[config.mk]
export PLATFORM = sky130hd
export DESIGN_NAME = serdes_link_buffer_flat
export DESIGN_NICKNAME = d
export VERILOG_FILES = /design/src/rtl/serdes_pkg.sv /design/src/rtl/serdes_link_buffer_if.sv /design/src/rtl/sync_fifo_ff.sv /design/src/rtl/serdes_link_buffer.sv /design/src/flat_wrapper.sv
export SDC_FILE = /design/constraint.sdc
export NUM_CORES = 1
export LEC_CHECK = 0
export CAP_MARGIN = 20
export CORE_MARGIN = 2
export CORE_UTILIZATION = 45
export CTS_CLUSTER_DIAMETER = 100
export DETAILED_ROUTE_END_ITERATION = 8
export PLACE_DENSITY_LB_ADDON = 0.08
export SLEW_MARGIN = 20
export SYNTH_ARGS = -nofsm -noshare
export SYNTH_HDL_FRONTEND = slang
export SYNTH_SLANG_ARGS = --single-unit
[constraint.sdc]
create_clock -name clk_i -period 6.9 [get_ports clk_i]
set_input_delay 2.07 -clock clk_i [delete_from_list [all_inputs] [get_ports clk_i]]
set_output_delay 2.07 -clock clk_i [all_outputs]
set_load 0.02 [all_outputs]
[src/rtl/serdes_pkg.sv]
// Shared defaults and width helpers for the SERDES link buffer.
package serdes_pkg;
  localparam int DEF_DATA_WIDTH = 8;
  localparam int DEF_FIFO_DEPTH = 4;

  // Bit counter only has to hold 0..n-1, so $clog2(n) bits suffice (n >= 2).
  function automatic int bit_cnt_w(input int n);
    return (n < 2) ? 1 : $clog2(n);
  endfunction
endpackage

[src/rtl/serdes_link_buffer_if.sv]
// Client/serializer-facing signal bundle of the link buffer.
interface serdes_link_buffer_if
  import serdes_pkg::*;
#(
  parameter int DATA_WIDTH = DEF_DATA_WIDTH
);
  logic [DATA_WIDTH-1:0] wr_data_i;
  logic                  wr_valid_i;
  logic                  wr_ready_o;
  logic [DATA_WIDTH-1:0] rd_data_o;
  logic                  rd_valid_o;
  logic                  tx_ready_i;
  logic                  fifo_full_o;
  logic                  fifo_empty_o;
  logic                  serial_in_i;
  logic                  enable_i;
  logic                  start_i;
  logic [DATA_WIDTH-1:0] parallel_out_o;
  logic                  valid_out_o;

  modport slave (
    input  wr_data_i, wr_valid_i, tx_ready_i, serial_in_i, enable_i, start_i,
    output wr_ready_o, rd_data_o, rd_valid_o, fifo_full_o, fifo_empty_o,
           parallel_out_o, valid_out_o
  );

  modport master (
    output wr_data_i, wr_valid_i, tx_ready_i, serial_in_i, enable_i, start_i,
    input  wr_ready_o, rd_data_o, rd_valid_o, fifo_full_o, fifo_empty_o,
           parallel_out_o, valid_out_o
  );
endinterface

[src/rtl/sync_fifo_ff.sv]
// Flop-based synchronous FIFO, first-word fall-through, registered flags.
module sync_fifo_ff
  import serdes_pkg::*;
#(
  parameter int DATA_WIDTH = DEF_DATA_WIDTH,
  parameter int FIFO_DEPTH = DEF_FIFO_DEPTH
) (
  input  logic                  clk,
  input  logic                  rst,
  input  logic                  push_req,
  input  logic                  pop_req,
  input  logic [DATA_WIDTH-1:0] wr_data,
  output logic [DATA_WIDTH-1:0] rd_data,
  output logic                  full,
  output logic                  empty
);
  localparam int AW = $clog2(FIFO_DEPTH);
  localparam int CW = AW + 1;

  logic [DATA_WIDTH-1:0] mem [FIFO_DEPTH];
  logic [AW-1:0]         wr_ptr, rd_ptr;
  logic [CW-1:0]         count, count_nxt;
  logic                  push, pop;

  assign push    = push_req & ~full;
  assign pop     = pop_req & ~empty;
  assign rd_data = mem[rd_ptr];

  always_comb begin
    count_nxt = count;
    case ({push, pop})
      2'b10:   count_nxt = count + CW'(1);
      2'b01:   count_nxt = count - CW'(1);
      default: count_nxt = count;
    endcase
  end

  // Power-of-two depth: pointers wrap by plain overflow.
  always_ff @(posedge clk) begin
    if (rst) begin
      wr_ptr <= '0;
      rd_ptr <= '0;
      count  <= '0;
      full   <= 1'b0;
      empty  <= 1'b1;
    end else begin
      if (push) wr_ptr <= wr_ptr + AW'(1);
      if (pop)  rd_ptr <= rd_ptr + AW'(1);
      count <= count_nxt;
      full  <= (count_nxt == CW'(FIFO_DEPTH));
      empty <= (count_nxt == '0);
    end
  end

  always_ff @(posedge clk) begin
    if (!rst && push) mem[wr_ptr] <= wr_data;
  end
endmodule

[src/rtl/serdes_link_buffer.sv]
// Link endpoint: TX FIFO released one word per serializer-ready rise,
// RX deserializer rebuilding LSB-first framed words.
module serdes_link_buffer
  import serdes_pkg::*;
#(
  parameter int DATA_WIDTH = DEF_DATA_WIDTH,
  parameter int FIFO_DEPTH = DEF_FIFO_DEPTH
) (
  input  logic                 clk_i,
  input  logic                 rst_i,
  serdes_link_buffer_if.slave  bus
);
  localparam int BCW = bit_cnt_w(DATA_WIDTH);

  logic full, empty;
  logic tx_ready_q, armed, rise, pop_pulse;

  sync_fifo_ff #(
    .DATA_WIDTH(DATA_WIDTH),
    .FIFO_DEPTH(FIFO_DEPTH)
  ) u_fifo (
    .clk      (clk_i),
    .rst      (rst_i),
    .push_req (bus.wr_valid_i),
    .pop_req  (pop_pulse),
    .wr_data  (bus.wr_data_i),
    .rd_data  (bus.rd_data_o),
    .full     (full),
    .empty    (empty)
  );

  assign bus.wr_ready_o   = ~full;
  assign bus.rd_valid_o   = ~empty;
  assign bus.fifo_full_o  = full;
  assign bus.fifo_empty_o = empty;

  // A rise seen while empty stays armed until data shows up or ready drops.
  assign rise      = bus.tx_ready_i & ~tx_ready_q;
  assign pop_pulse = (rise | armed) & bus.tx_ready_i & ~empty;

  always_ff @(posedge clk_i) begin
    if (rst_i) begin
      tx_ready_q <= 1'b0;
      armed      <= 1'b0;
    end else begin
      tx_ready_q <= bus.tx_ready_i;
      armed      <= bus.tx_ready_i & ~pop_pulse & (rise | armed);
    end
  end

  // Deserializer: bit 0 lands with start, the final bit goes straight into
  // parallel_out so shreg only needs the lower DATA_WIDTH-1 bits.
  logic [DATA_WIDTH-2:0] shreg;
  logic [BCW-1:0]        bit_cnt;
  logic                  frame_act;

  always_ff @(posedge clk_i) begin
    if (rst_i) begin
      shreg              <= '0;
      bit_cnt            <= '0;
      frame_act          <= 1'b0;
      bus.parallel_out_o <= '0;
      bus.valid_out_o    <= 1'b0;
    end else begin
      bus.valid_out_o <= 1'b0;
      if (bus.enable_i) begin
        if (bus.start_i) begin
          shreg     <= '0;
          shreg[0]  <= bus.serial_in_i;
          bit_cnt   <= BCW'(1);
          frame_act <= 1'b1;
        end else if (frame_act) begin
          if (bit_cnt == BCW'(DATA_WIDTH - 1)) begin
            bus.parallel_out_o <= {bus.serial_in_i, shreg};
            bus.valid_out_o    <= 1'b1;
            bit_cnt            <= '0;
            frame_act          <= 1'b0;
          end else begin
            shreg[bit_cnt] <= bus.serial_in_i;
            bit_cnt        <= bit_cnt + BCW'(1);
          end
        end
      end
    end
  end
endmodule

[src/flat_wrapper.sv]
// flat-port wrapper written by rule: the top's interface ports become plain ports
module serdes_link_buffer_flat import serdes_pkg::*;
#(
  parameter int DATA_WIDTH = DEF_DATA_WIDTH,
  parameter int FIFO_DEPTH = DEF_FIFO_DEPTH
)
  (clk_i, rst_i, bus_wr_data_i, bus_wr_valid_i, bus_tx_ready_i, bus_serial_in_i, bus_enable_i, bus_start_i, bus_wr_ready_o, bus_rd_data_o, bus_rd_valid_o, bus_fifo_full_o, bus_fifo_empty_o, bus_parallel_out_o, bus_valid_out_o);
  serdes_link_buffer_if #(.DATA_WIDTH(DATA_WIDTH)) bus_i ();
  input  logic clk_i;
  input  logic rst_i;
  input wire logic [$bits(bus_i.wr_data_i)-1:0] bus_wr_data_i;
  input wire logic [$bits(bus_i.wr_valid_i)-1:0] bus_wr_valid_i;
  input wire logic [$bits(bus_i.tx_ready_i)-1:0] bus_tx_ready_i;
  input wire logic [$bits(bus_i.serial_in_i)-1:0] bus_serial_in_i;
  input wire logic [$bits(bus_i.enable_i)-1:0] bus_enable_i;
  input wire logic [$bits(bus_i.start_i)-1:0] bus_start_i;
  output wire logic [$bits(bus_i.wr_ready_o)-1:0] bus_wr_ready_o;
  output wire logic [$bits(bus_i.rd_data_o)-1:0] bus_rd_data_o;
  output wire logic [$bits(bus_i.rd_valid_o)-1:0] bus_rd_valid_o;
  output wire logic [$bits(bus_i.fifo_full_o)-1:0] bus_fifo_full_o;
  output wire logic [$bits(bus_i.fifo_empty_o)-1:0] bus_fifo_empty_o;
  output wire logic [$bits(bus_i.parallel_out_o)-1:0] bus_parallel_out_o;
  output wire logic [$bits(bus_i.valid_out_o)-1:0] bus_valid_out_o;
  assign bus_i.wr_data_i = bus_wr_data_i;
  assign bus_i.wr_valid_i = bus_wr_valid_i;
  assign bus_i.tx_ready_i = bus_tx_ready_i;
  assign bus_i.serial_in_i = bus_serial_in_i;
  assign bus_i.enable_i = bus_enable_i;
  assign bus_i.start_i = bus_start_i;
  assign bus_wr_ready_o = bus_i.wr_ready_o;
  assign bus_rd_data_o = bus_i.rd_data_o;
  assign bus_rd_valid_o = bus_i.rd_valid_o;
  assign bus_fifo_full_o = bus_i.fifo_full_o;
  assign bus_fifo_empty_o = bus_i.fifo_empty_o;
  assign bus_parallel_out_o = bus_i.parallel_out_o;
  assign bus_valid_out_o = bus_i.valid_out_o;
  serdes_link_buffer #(.DATA_WIDTH(DATA_WIDTH), .FIFO_DEPTH(FIFO_DEPTH)) u_core (.clk_i(clk_i), .rst_i(rst_i), .bus(bus_i));
endmodule
==> impl_metrics.yaml <==
status:
  status: "finished, final reports clean"
synthesis:
  synthCells: 209
  synth_nets: 232
  synthTopCellsByArea: "edfxtp_1 (37%), dfxtp_1 (25%), mux4_2 (6.9%)"
  synthDominantCellAreaShare_pct: 37.0
  synth_seq_cells: 65
  synth_edf_count: 32
  yosysMostFrequentCell: "dfxtp_1"
  ys_warn_count: 0
  synth_flop_cell: "dfxtp_1"
  async_reset_ff_share_pct: 0
  ys_types: 33
  seq_area_frac_synth_pct: 62.4
  synth_top_area_cell: "edfxtp_1"
  syn_area_per_cell_sq_um: 12.4
  synth_common_cells: "dfxtp_1 (33), edfxtp_1 (32), a21oi_1 (20), nand2_1 (20), nor2_1 (18)"
  netlist_area_sq_um: 2600
critical_path:
  cp.arrival_ps: 2120
  endpoint: "bus_rd_data_o[1]"
  slowest_delay_ps: 660
  crit_cells: 2
  path_max_fanout: 8
  r2r_end: "u_core.u_fifo.empty"
  rr_startpoint: "u_core.armed"
  startpoint_type: "register"
  path_delay_family: "flip-flops"
  reg2regPathDepth: 8
  worst-setup-path-type: "register to primary output"
  path_cells: "mux4_2, clkdlybuf4s50_1"
  worstPathRequired_ps: 4830
  crit_path_end_kind: "primary output"
  rrSetupSlack_ps: 4900
  crit_buf_inv: 1
  cpMaxStageDelayCell: "dfxtp_1"
floorplanning:
  dieArea_sq_um: 6400
  pin_count: 36
  die_x_um: 80.0
  start_util_pct: 46.9
  core_sq_um: 5540
  die_h_um: 80.0
  std_cell_rows: 27
sta:
  finalSetupViolCount: 0
  final_max_slew_viol_count: 0
  max_slew_margin_pct: 60.7
  layout_setup_ws_ps: 2710
  hold_violations: 0
  fmax_ghz: 0.239
  rsz0062_at_grt: "no"
  worstMarginPinSlew_ps: 585
  fin_crit_sh_pct: 60.7
  fin_crit_ps: 4190
  skew_ps: 7.61
  tns_ps: 0
detailed_routing:
  via_per_inst: 4.95
  drc_errors: 0
  detail-route-antenna-nets: 0
  postRouteWirelength_um: 4310
  via_count: 1610
  wl_per_cell_um: 13.3
  firstDrtPassIters: 4
  drt_iter0_markers: 125
clocking:
  cts_resized: 0
  cts_buffers: 9
  clkTransAtPathRegs_ps: 70
  cts_tree: "built"
  clockRootBuffer: "clkbuf_8"
  clockBufferDepth: 2
  cts_hold_buffers: 0
  postCtsSetupBuffers: 0
  cts_sinks: 65
  htree_levels: 3
  worstSkewPairLatency_ps: 330
power_and_ir_drop:
  p_per_area_nw_per_um2: 276
  p_leak_nw: 1.14
  ir_worst_vdd_uv: 146
cells_and_area:
  diodes: 0
  nFillCells: 490
  area_delta_synth_final_pct: 24.4
  design_area_sq_um: 3230
  drive_gt1_share_pct: 11.1
  nNetsFinal: 271
grt:
  grt_antenna_before_repair: 0
  grt_remaining_overflow: 0
  grt_first_pass_wirelength_um: 7250
  grt_max_degree: 37
  grtUsageTotal_pct: 15.3
  grt_pass1_vias: 1558
placed_design:
  post-dp-hpwl_um: 2870
  place.gp.congestion: 0.714
  placed_cell_area_sq_um: 3010
  portBuffers: 35
  pre_cts_ws_ps: 2690
run:
  drv_cap: 0
hold_path:
  hp-class: "register to register"
[worst min-delay path, cell delays in order, from the launching register on]
cell and delay [ps]:
dfxtp_1 310, nand2_1 50, a21oi_1 50
[metal layers]
metal,track usage (%),part of all wire [%],vias up
met3,5.20,3.8,4
met4,6.10,0.81,0
met5,0,0,-
met1,21.0,51,760
met2,22.1,45,30
li1,-,-,816
[cell usage in the layout, fill, tap and decap left out, types with 3 or more instances in the layout]
master           count
o21ai_0              8
mux4_2               8
and2_1               5
nand2b_1             6
clkbuf_8            10
nor2b_1              9
inv_1                9
nand2_1             20
dfxtp_1             33
o21ai_1              3
clkinvlp_4           3
xnor2_1              5
edfxtp_1            32
clkdlybuf4s50_1     35
nor2_1              18
ha_1                 7
a21oi_1             20
[logic make-up after synthesis]
logic type,after synthesis,share of synthesized area [%]
AO/OA/AOI/OAI,37,7.75
adder cells (fa/ha/maj),8,4.14
XOR/XNOR,5,1.68
AND/OR/NAND/NOR,68,13.8
buffers and inverters,17,2.94
flip-flops,65,62.4
multiplexers,9,7.31
[flip-flops by register name, indices dropped and copies added (netlist names), 2 cells and up, named ones only]
register	flops
u_core.shreg	7
u_core.bit_cnt	3
u_core.u_fifo.mem	32
u_core.u_fifo.wr_ptr	2
u_core.u_fifo.rd_ptr	2
u_core.bus.parallel_out_o	8
u_core.u_fifo.count	3
[worst min-delay path by stage]
stage	start	slack [ps]	to	depth (start not counted)
2_1_floorplan	u_core.shreg[0]	430	u_core.bus.parallel_out_o[0]	2
4_1_cts	u_core.shreg[0]	460	u_core.bus.parallel_out_o[0]	2
5_1_grt	u_core.bus.parallel_out_o[1]	480	u_core.bus.parallel_out_o[1]	2
3_3_place_gp	u_core.shreg[1]	440	u_core.bus.parallel_out_o[1]	2
3_5_place_dp	u_core.shreg[0]	450	u_core.bus.parallel_out_o[0]	2
6_report	u_core.shreg[0]	450	u_core.bus.parallel_out_o[0]	2
[through the flow]
stage	std cells	util, %	total power, mW	hold WS, ps
4_1_cts	325	58.4	0.905	456
3_3_place_gp	309	54.2	0.545	440
6_report	325	58.4	0.893	454
2_1_floorplan	209	-	0.505	427
3_5_place_dp	309	54.2	0.544	446
5_1_grt	325	58.4	0.933	476
[where the power goes]
part / internal, mW / leakage [nW] / switching (mW)
Sequential: 0.421 / 0.559 / 0.0132
Combinational: 0.0521 / 0.479 / 0.0481
Clock: 0.214 / 0.105 / 0.145
Total: 0.687 / 1.14 / 0.206
[final cells by class]
cell class / count / area [sq um] / area share (%)
inverters: 9 / 33.8 / 1.04
clock inverters: 6 / 91.3 / 2.82
multi-input cells: 127 / 902 / 27.9
clock buffers: 10 / 138 / 4.26
flip-flops and latches: 65 / 1620 / 50.1
repair buffers: 36 / 358 / 11.1
well taps: 72 / 90.1 / 2.79
No activity file was read; power rests on OpenSTA's default activity.
